<file path="config.mk">
export PLATFORM = sky130hd
export DESIGN_NAME = muldiv_unit_flat
export DESIGN_NICKNAME = d
export VERILOG_FILES = /design/src/rtl/mips_isa_pkg.sv /design/src/rtl/muldiv_unit_if.sv /design/src/rtl/muldiv_core.sv /design/src/rtl/muldiv_unit.sv /design/src/flat_wrapper.sv
export SDC_FILE = /design/constraint.sdc
export NUM_CORES = 1
export LEC_CHECK = 0
export CAP_MARGIN = 15
export CORE_ASPECT_RATIO = 1.2
export CORE_UTILIZATION = 51
export DETAILED_ROUTE_END_ITERATION = 8
export PLACE_DENSITY = 0.74
export SLEW_MARGIN = 30
export SYNTH_ARGS = -nofsm -noshare
export SYNTH_HDL_FRONTEND = slang
export SYNTH_SLANG_ARGS = --single-unit
</file>
<file path="constraint.sdc">
create_clock -name i_clk -period 5.05 [get_ports i_clk]
set_clock_uncertainty 0.1 [all_clocks]
set_input_delay 0.505 -clock i_clk [delete_from_list [all_inputs] [get_ports i_clk]]
set_output_delay 0.505 -clock i_clk [all_outputs]
set_load 0.02 [all_outputs]
</file>
<file path="src/rtl/mips_isa_pkg.sv">
// Shared MIPS opcode/function codes and muldiv_unit state encoding.
package mips_isa_pkg;

  localparam logic [5:0] OP_RTYPE = 6'h00;

  localparam logic [5:0] F_MFHI  = 6'b010000;
  localparam logic [5:0] F_MTHI  = 6'b010001;
  localparam logic [5:0] F_MFLO  = 6'b010010;
  localparam logic [5:0] F_MTLO  = 6'b010011;
  localparam logic [5:0] F_MULT  = 6'b011000;
  localparam logic [5:0] F_MULTU = 6'b011001;
  localparam logic [5:0] F_DIV   = 6'b011010;
  localparam logic [5:0] F_DIVU  = 6'b011011;

  localparam logic [1:0] S_IDLE = 2'd0;
  localparam logic [1:0] S_RUN  = 2'd1;
  localparam logic [1:0] S_FIX  = 2'd2;

endpackage

</file>
<file path="src/rtl/muldiv_unit_if.sv">
// Core-side instruction/operand bus of the multiply/divide unit.
interface muldiv_unit_if #(
  parameter int unsigned DATA_W = 32
);
  logic              i_valid;
  logic [5:0]        i_aluOp;
  logic [5:0]        i_func;
  logic [DATA_W-1:0] i_op1;
  logic [DATA_W-1:0] i_op2;
  logic              i_flush;
  logic              o_muldiv_op;
  logic              o_stall;
  logic              o_busy;
  logic [DATA_W-1:0] o_result;
  logic [DATA_W-1:0] o_hi;
  logic [DATA_W-1:0] o_lo;

  modport master (
    output i_valid, i_aluOp, i_func, i_op1, i_op2, i_flush,
    input  o_muldiv_op, o_stall, o_busy, o_result, o_hi, o_lo
  );

  modport slave (
    input  i_valid, i_aluOp, i_func, i_op1, i_op2, i_flush,
    output o_muldiv_op, o_stall, o_busy, o_result, o_hi, o_lo
  );
endinterface

</file>
<file path="src/rtl/muldiv_core.sv">
// Iterative radix-2 datapath: shift-add multiply, restoring divide, sign fix.
module muldiv_core #(
  parameter int unsigned DATA_W = 32
) (
  input  logic              clk,
  input  logic              rst_n,
  input  logic              load,
  input  logic              step,
  input  logic              is_div,
  input  logic              is_signed,
  input  logic [DATA_W-1:0] op1,
  input  logic [DATA_W-1:0] op2,
  output logic              last,
  output logic [DATA_W-1:0] hi_res,
  output logic [DATA_W-1:0] lo_res
);
  localparam int unsigned CNT_W = $clog2(DATA_W) + 1;
  localparam int unsigned P_W   = 2 * DATA_W;

  logic [DATA_W-1:0] acc_q, quo_q, b_q;
  logic [CNT_W-1:0]  cnt_q;
  logic              div_q, neg_q, neg_r_q, dz_q;
  logic              neg_a, neg_b;
  logic [DATA_W-1:0] abs_a, abs_b;
  logic [DATA_W:0]   mul_sum, shifted;
  logic [DATA_W+1:0] diff;
  logic              ge;
  logic [P_W-1:0]    prod, prod_fix;

  // Operand magnitudes; unsigned ops pass through untouched
  always_comb begin
    neg_a = is_signed & op1[DATA_W-1];
    neg_b = is_signed & op2[DATA_W-1];
    abs_a = neg_a ? -op1 : op1;
    abs_b = neg_b ? -op2 : op2;
  end

  // One iteration: multiply adds into acc and shifts right; divide shifts left and trial-subtracts
  always_comb begin
    mul_sum = {1'b0, acc_q} + (quo_q[0] ? {1'b0, b_q} : '0);
    shifted = {acc_q, quo_q[DATA_W-1]};
    diff    = {1'b0, shifted} - {2'b00, b_q};
    ge      = ~diff[DATA_W+1];
  end

  // Iteration registers; a zero divisor falls out as rem=|dividend|, quo=all ones
  always_ff @(posedge clk or negedge rst_n) begin
    if (!rst_n) begin
      acc_q   <= '0;
      quo_q   <= '0;
      b_q     <= '0;
      cnt_q   <= '0;
      div_q   <= 1'b0;
      neg_q   <= 1'b0;
      neg_r_q <= 1'b0;
      dz_q    <= 1'b0;
    end else if (load) begin
      acc_q   <= '0;
      quo_q   <= abs_a;
      b_q     <= abs_b;
      cnt_q   <= '0;
      div_q   <= is_div;
      neg_q   <= neg_a ^ neg_b;
      neg_r_q <= neg_a;
      dz_q    <= is_div & (op2 == '0);
    end else if (step) begin
      cnt_q <= cnt_q + CNT_W'(1);
      if (div_q) begin
        acc_q <= ge ? diff[DATA_W-1:0] : shifted[DATA_W-1:0];
        quo_q <= {quo_q[DATA_W-2:0], ge};
      end else begin
        acc_q <= mul_sum[DATA_W:1];
        quo_q <= {mul_sum[0], quo_q[DATA_W-1:1]};
      end
    end
  end

  assign last = (cnt_q == CNT_W'(DATA_W - 1));

  // Sign correction of the final magnitude results
  always_comb begin
    prod     = {acc_q, quo_q};
    prod_fix = neg_q ? -prod : prod;
    hi_res   = prod_fix[P_W-1:DATA_W];
    lo_res   = prod_fix[DATA_W-1:0];
    if (div_q) begin
      hi_res = neg_r_q ? -acc_q : acc_q;
      lo_res = dz_q ? '1 : (neg_q ? -quo_q : quo_q);
    end
  end
endmodule

</file>
<file path="src/rtl/muldiv_unit.sv">
// Multiply/divide unit with HI/LO registers, decode and stall handshake.
module muldiv_unit #(
  parameter int unsigned DATA_W = 32
) (
  input  logic         i_clk,
  input  logic         i_rst_n,
  muldiv_unit_if.slave bus
);
  import mips_isa_pkg::*;

  logic [1:0]        state_q, state_d;
  logic [DATA_W-1:0] hi_q, lo_q, core_hi, core_lo, result_c;
  logic              busy_q, core_last, idle_c;
  logic              dec_any, dec_start, dec_signed, dec_div;
  logic              dec_mthi, dec_mtlo, dec_mfhi, dec_mflo;
  logic              load_c, step_c, fix_wr_c;

  // Instruction decode for the eight HI/LO instructions
  always_comb begin
    dec_start  = 1'b0;
    dec_signed = 1'b0;
    dec_div    = 1'b0;
    dec_mthi   = 1'b0;
    dec_mtlo   = 1'b0;
    dec_mfhi   = 1'b0;
    dec_mflo   = 1'b0;
    if (bus.i_aluOp == OP_RTYPE) begin
      case (bus.i_func)
        F_MFHI:  dec_mfhi = 1'b1;
        F_MTHI:  dec_mthi = 1'b1;
        F_MFLO:  dec_mflo = 1'b1;
        F_MTLO:  dec_mtlo = 1'b1;
        F_MULT:  begin dec_start = 1'b1; dec_signed = 1'b1; end
        F_MULTU: dec_start = 1'b1;
        F_DIV:   begin dec_start = 1'b1; dec_signed = 1'b1; dec_div = 1'b1; end
        F_DIVU:  begin dec_start = 1'b1; dec_div = 1'b1; end
        default: ;
      endcase
    end
    dec_any = dec_start | dec_mthi | dec_mtlo | dec_mfhi | dec_mflo;
  end

  assign idle_c = (state_q == S_IDLE);

  // Next state and datapath strobes; flush wins over start and suppresses the HI/LO write
  always_comb begin
    state_d  = state_q;
    load_c   = 1'b0;
    step_c   = 1'b0;
    fix_wr_c = 1'b0;
    case (state_q)
      S_IDLE: begin
        if (bus.i_valid && dec_start && !bus.i_flush) begin
          state_d = S_RUN;
          load_c  = 1'b1;
        end
      end
      S_RUN: begin
        if (bus.i_flush) begin
          state_d = S_IDLE;
        end else begin
          step_c = 1'b1;
          if (core_last) state_d = S_FIX;
        end
      end
      S_FIX: begin
        state_d  = S_IDLE;
        fix_wr_c = !bus.i_flush;
      end
      default: state_d = S_IDLE;
    endcase
  end

  // State register with registered busy flag
  always_ff @(posedge i_clk or negedge i_rst_n) begin
    if (!i_rst_n) begin
      state_q <= S_IDLE;
      busy_q  <= 1'b0;
    end else begin
      state_q <= state_d;
      busy_q  <= (state_d != S_IDLE);
    end
  end

  // Architectural HI/LO: completion write or MTHI/MTLO while idle
  always_ff @(posedge i_clk or negedge i_rst_n) begin
    if (!i_rst_n) begin
      hi_q <= '0;
      lo_q <= '0;
    end else if (fix_wr_c) begin
      hi_q <= core_hi;
      lo_q <= core_lo;
    end else if (idle_c && bus.i_valid) begin
      if (dec_mthi) hi_q <= bus.i_op1;
      if (dec_mtlo) lo_q <= bus.i_op1;
    end
  end

  // MFHI/MFLO read port, only live while idle
  always_comb begin
    result_c = '0;
    if (idle_c && bus.i_valid) begin
      if (dec_mfhi)      result_c = hi_q;
      else if (dec_mflo) result_c = lo_q;
    end
  end

  muldiv_core #(.DATA_W(DATA_W)) u_core (
    .clk       (i_clk),
    .rst_n     (i_rst_n),
    .load      (load_c),
    .step      (step_c),
    .is_div    (dec_div),
    .is_signed (dec_signed),
    .op1       (bus.i_op1),
    .op2       (bus.i_op2),
    .last      (core_last),
    .hi_res    (core_hi),
    .lo_res    (core_lo)
  );

  assign bus.o_muldiv_op = dec_any;
  assign bus.o_stall     = busy_q & bus.i_valid & dec_any;
  assign bus.o_busy      = busy_q;
  assign bus.o_result    = result_c;
  assign bus.o_hi        = hi_q;
  assign bus.o_lo        = lo_q;
endmodule

</file>
<file path="src/flat_wrapper.sv">
// flat-port wrapper written by rule: the top's interface ports become plain ports
module muldiv_unit_flat import mips_isa_pkg::*;
#(
  parameter int unsigned DATA_W = 32
)
  (i_clk, i_rst_n, bus_i_valid, bus_i_aluOp, bus_i_func, bus_i_op1, bus_i_op2, bus_i_flush, bus_o_muldiv_op, bus_o_stall, bus_o_busy, bus_o_result, bus_o_hi, bus_o_lo);
  muldiv_unit_if #(.DATA_W(DATA_W)) bus_i ();
  input  logic i_clk;
  input  logic i_rst_n;
  input wire logic [$bits(bus_i.i_valid)-1:0] bus_i_valid;
  input wire logic [$bits(bus_i.i_aluOp)-1:0] bus_i_aluOp;
  input wire logic [$bits(bus_i.i_func)-1:0] bus_i_func;
  input wire logic [$bits(bus_i.i_op1)-1:0] bus_i_op1;
  input wire logic [$bits(bus_i.i_op2)-1:0] bus_i_op2;
  input wire logic [$bits(bus_i.i_flush)-1:0] bus_i_flush;
  output wire logic [$bits(bus_i.o_muldiv_op)-1:0] bus_o_muldiv_op;
  output wire logic [$bits(bus_i.o_stall)-1:0] bus_o_stall;
  output wire logic [$bits(bus_i.o_busy)-1:0] bus_o_busy;
  output wire logic [$bits(bus_i.o_result)-1:0] bus_o_result;
  output wire logic [$bits(bus_i.o_hi)-1:0] bus_o_hi;
  output wire logic [$bits(bus_i.o_lo)-1:0] bus_o_lo;
  assign bus_i.i_valid = bus_i_valid;
  assign bus_i.i_aluOp = bus_i_aluOp;
  assign bus_i.i_func = bus_i_func;
  assign bus_i.i_op1 = bus_i_op1;
  assign bus_i.i_op2 = bus_i_op2;
  assign bus_i.i_flush = bus_i_flush;
  assign bus_o_muldiv_op = bus_i.o_muldiv_op;
  assign bus_o_stall = bus_i.o_stall;
  assign bus_o_busy = bus_i.o_busy;
  assign bus_o_result = bus_i.o_result;
  assign bus_o_hi = bus_i.o_hi;
  assign bus_o_lo = bus_i.o_lo;
  muldiv_unit #(.DATA_W(DATA_W)) u_core (.i_clk(i_clk), .i_rst_n(i_rst_n), .bus(bus_i));
endmodule
</file>
==> results.txt <==
Outcome: finished, final reports clean
Crit path time final: 3.94 ns
Pleak: 0.00728 uW
Slew @ Worst Pin: 0.914 ns
Clock slew at reported path FFs: 0.07 ns
Largest net degree at the start of global routing: 97
Final Util: 61.2%
Post-synth EDFFs: 0
Critical Path AT: 4.18 ns
CTS max path bufs: 2
Detailed-route via count: 14767
Final hold vios: 0
First-pass GRT wire length: 76600 um
Synth area leaders: dfrtp_1 29%, mux2i_1 6.4%, xor2_1 6.3%
DPL Wire Length: 35600 um
Worst Setup End Kind: register
Post-Route WL: 48100 um
Worst-Skew Late Latency: 0.45 ns
Root buffer cell: clkbuf_16
Area growth, synth to finish: 18.5%
TritonRoute pass-1 iters: 5
Grt ovf: 0
Peak Freq: 0.254 GHz
Placer Congestion: 0.979
Average size of a mapped cell: 7.97 sq um
Worst VDD drop: 0.171 mV
Ys async rst share: 100%
Cell accounting for the most synthesized area: dfrtp_1
Max cap viols: 0
CP max-delay cell: dfrtp_1
Setup tns final: 0 ns
Distinct cells, synth: 78
Resized cells post-CTS: 0
Worst hold slack: 0.0509 ns
RSZ-0062 raised after global routing: no
Design Area, Final: 17600 sq um
Syn Std Cell Area: 14800 sq um
Top-area cell type share of the netlist area: 29.2%
Hold-fix buffers at CTS: 0
Fin. max-slew vios: 0
CP required: 5.29 ns
Layout cells sized above 1: 5.44%
Setup bufs post-CTS: 0
Crit path max fanout: 25
# H-tree levels: 4
Final setup viols: 0
Worst slew margin: 39.1%
Synth Register Bits: 173
Antenna viol nets, final: 0
Post-route clock period utilization: 78.0%
Crit Path Class: reg2reg
Die ar.: 29700 sq um
Initial core utilization: 51.7%
Core Region: 28700 sq um
Nets: 2125
Vias per Instance: 6.23
Register area share after synthesis: 29.2%
Initial antenna violation count: 0
Clock Sinks: 173
Cell Pwr Density: 194 nW/um^2
# port buffers: 178
Post-Synthesis Cells: 1858
Synth Net Count: 2009
DRC viols: 0
HP Class: in2async
Die Span X: 158 um
Post-DP Area: 16900 sq um
Critical path cell sequence: inv_1 -> buf_4 -> nor2_1 -> ha_1 -> o21ai_0 -> nor2_1 -> o21ai_0 -> nand4_1 -> nand2_1 -> o211ai_1 -> a41oi_1 -> xor2_1 -> a221oi_1
DR iter-0 viols: 1068
Rows: 68
Num CTS Buffers: 17
Number of synthesis warnings: 0
CP peak stage delay: 0.50 ns
Total GRT Usage: 33.1%
Critical Path Source Type: register
Wire length per cell: 20.3 um
TritonCTS clock tree: done
Number of global-route vias before repair: 14274
Most used flip-flop cell after synthesis: dfrtp_1
Die Y: 189 um
N_diodes: 0
Top Ports: 179
-- critical path: cells and delay by family (launching register included) --
| family | cells | cell delay [ns] |
|---|---|---|
| fa+ha+maj | 1 | 0.35 |
| xor+xnor | 1 | 0.12 |
| buf+inv | 2 | 0.69 |
| simple gates | 4 | 0.71 |
| flops | 1 | 0.50 |
| compound gates | 5 | 1.34 |
-- per-stage QoR --
| step | std cells | worst slack, ns | total power, uW |
|---|---|---|---|
| after floorplan | 1858 | 1.72 | 1790 |
| after global placement | 2339 | 1.22 | 2040 |
| after detailed placement | 2339 | 1.13 | 2040 |
| after CTS | 2371 | 1.13 | 3400 |
| after global routing | 2372 | 0.881 | 3520 |
| final | 2372 | 1.11 | 3410 |
-- area by class of cell --
class / count / area (sq um)
clock buffer: 21 / 470
inverter: 64 / 240
sequential: 173 / 4330
timing repair buffer: 212 / 2060
tap: 385 / 482
fill: 2569 / 11100
clock inverter: 11 / 131
multi-input combinational: 1506 / 9850
-- synthesized netlist by cell type (34+ instances only) --
| cell | count |
|---|---|
| inv_1 | 64 |
| clkbuf_1 | 99 |
| xnor2_1 | 64 |
| a32oi_1 | 34 |
| o21ai_0 | 169 |
| nor3_1 | 38 |
| dfrtp_1 | 173 |
| xor2_1 | 106 |
| mux2i_1 | 95 |
| nor2_1 | 155 |
| a21oi_1 | 104 |
| o211ai_1 | 36 |
| ha_1 | 69 |
| nand2_1 | 247 |
-- path summary, 6_finish.rpt --
kind                                               startpoint                                   to  slack [ns]  cells after the start
setup / recovery           u_core.u_core.quo_q[0]$_DFFE_PN0P_  u_core.u_core.acc_q[30]$_DFFE_PN0P_        1.11                     13
hold / removal                                        i_rst_n       u_core.bus.o_lo[9]$_DFFE_PN0P_        0.05                      1
setup reg to reg           u_core.u_core.quo_q[0]$_DFFE_PN0P_  u_core.u_core.acc_q[30]$_DFFE_PN0P_        1.11                     13
hold reg to reg             u_core.u_core.b_q[22]$_DFFE_PN0P_    u_core.u_core.b_q[22]$_DFFE_PN0P_        0.38                      2
max in group asynchronous                             i_rst_n      u_core.u_core.div_q$_DFFE_PN0P_        3.65                      2
min in group i_clk          u_core.u_core.b_q[22]$_DFFE_PN0P_    u_core.u_core.b_q[22]$_DFFE_PN0P_        0.38                      2
-- power by group --
group          internal [uW]  leakage, uW  switching [uW]  total, uW
registers               1400      0.00239            22.0       1420
clock network            774     0.000287             602       1380
logic                    241      0.00461             369        610
total                   2410      0.00728             993       3410
-- logic make-up after synthesis --
| logic type | after synthesis | synth area share [%] |
|---|---|---|
| AOI/OAI and AO/OA | 535 | 23.0 |
| and+or+nand+nor | 627 | 20.0 |
| adders and majority gates | 71 | 6.10 |
| muxes | 103 | 7.03 |
| buffers and inverters | 179 | 4.59 |
| DFF | 173 | 29.2 |
| xor gates and xnor gates | 170 | 10.0 |
-- layout by cell type, fill, tap and decap left out, types with 7 or more instances in the layout --
cell	n
a22oi_1	9
buf_4	33
or4_1	15
mux2_2	8
o221ai_1	7
o211ai_1	36
inv_1	64
clkbuf_16	17
ha_1	69
xor2_1	106
nand3_1	31
nor3_1	38
xnor2_1	64
or3_1	15
nor2_1	155
and2_1	7
clkdlybuf4s50_1	176
nand2b_1	18
a21o_1	31
o21ai_0	169
o31ai_1	28
o41ai_1	8
and3_1	11
mux2i_1	95
nor2b_1	14
a32oi_1	34
nand4_1	11
nand2_1	247
a21oi_1	102
nor4_1	17
o22ai_1	8
o21ai_1	12
dfrtp_1	172
a211oi_1	23
a31oi_1	15
-- routing by layer --
metal  global-route usage, %  vias to the layer above  part of all wire, %
li1                        -                     6945                    -
met1                    41.2                     7009                   40
met2                    56.2                      682                   49
met3                    4.37                      131                  6.8
met4                    15.9                        0                  4.2
met5                       0                        -                    0
-- sequential cells by signal (all words and copies together), names as in the netlist --
| register | cells |
|---|---|
| u_core.bus.o_busy | 1 |
| u_core.bus.o_hi | 32 |
| u_core.bus.o_lo | 32 |
| u_core.state_q | 2 |
| u_core.u_core.acc_q | 32 |
| u_core.u_core.b_q | 32 |
| u_core.u_core.cnt_q | 6 |
| u_core.u_core.div_q | 1 |
| u_core.u_core.dz_q | 1 |
| u_core.u_core.neg_q | 1 |
| u_core.u_core.neg_r_q | 1 |
| u_core.u_core.quo_q | 32 |
Note: power is estimated with default switching activity, not from simulation.
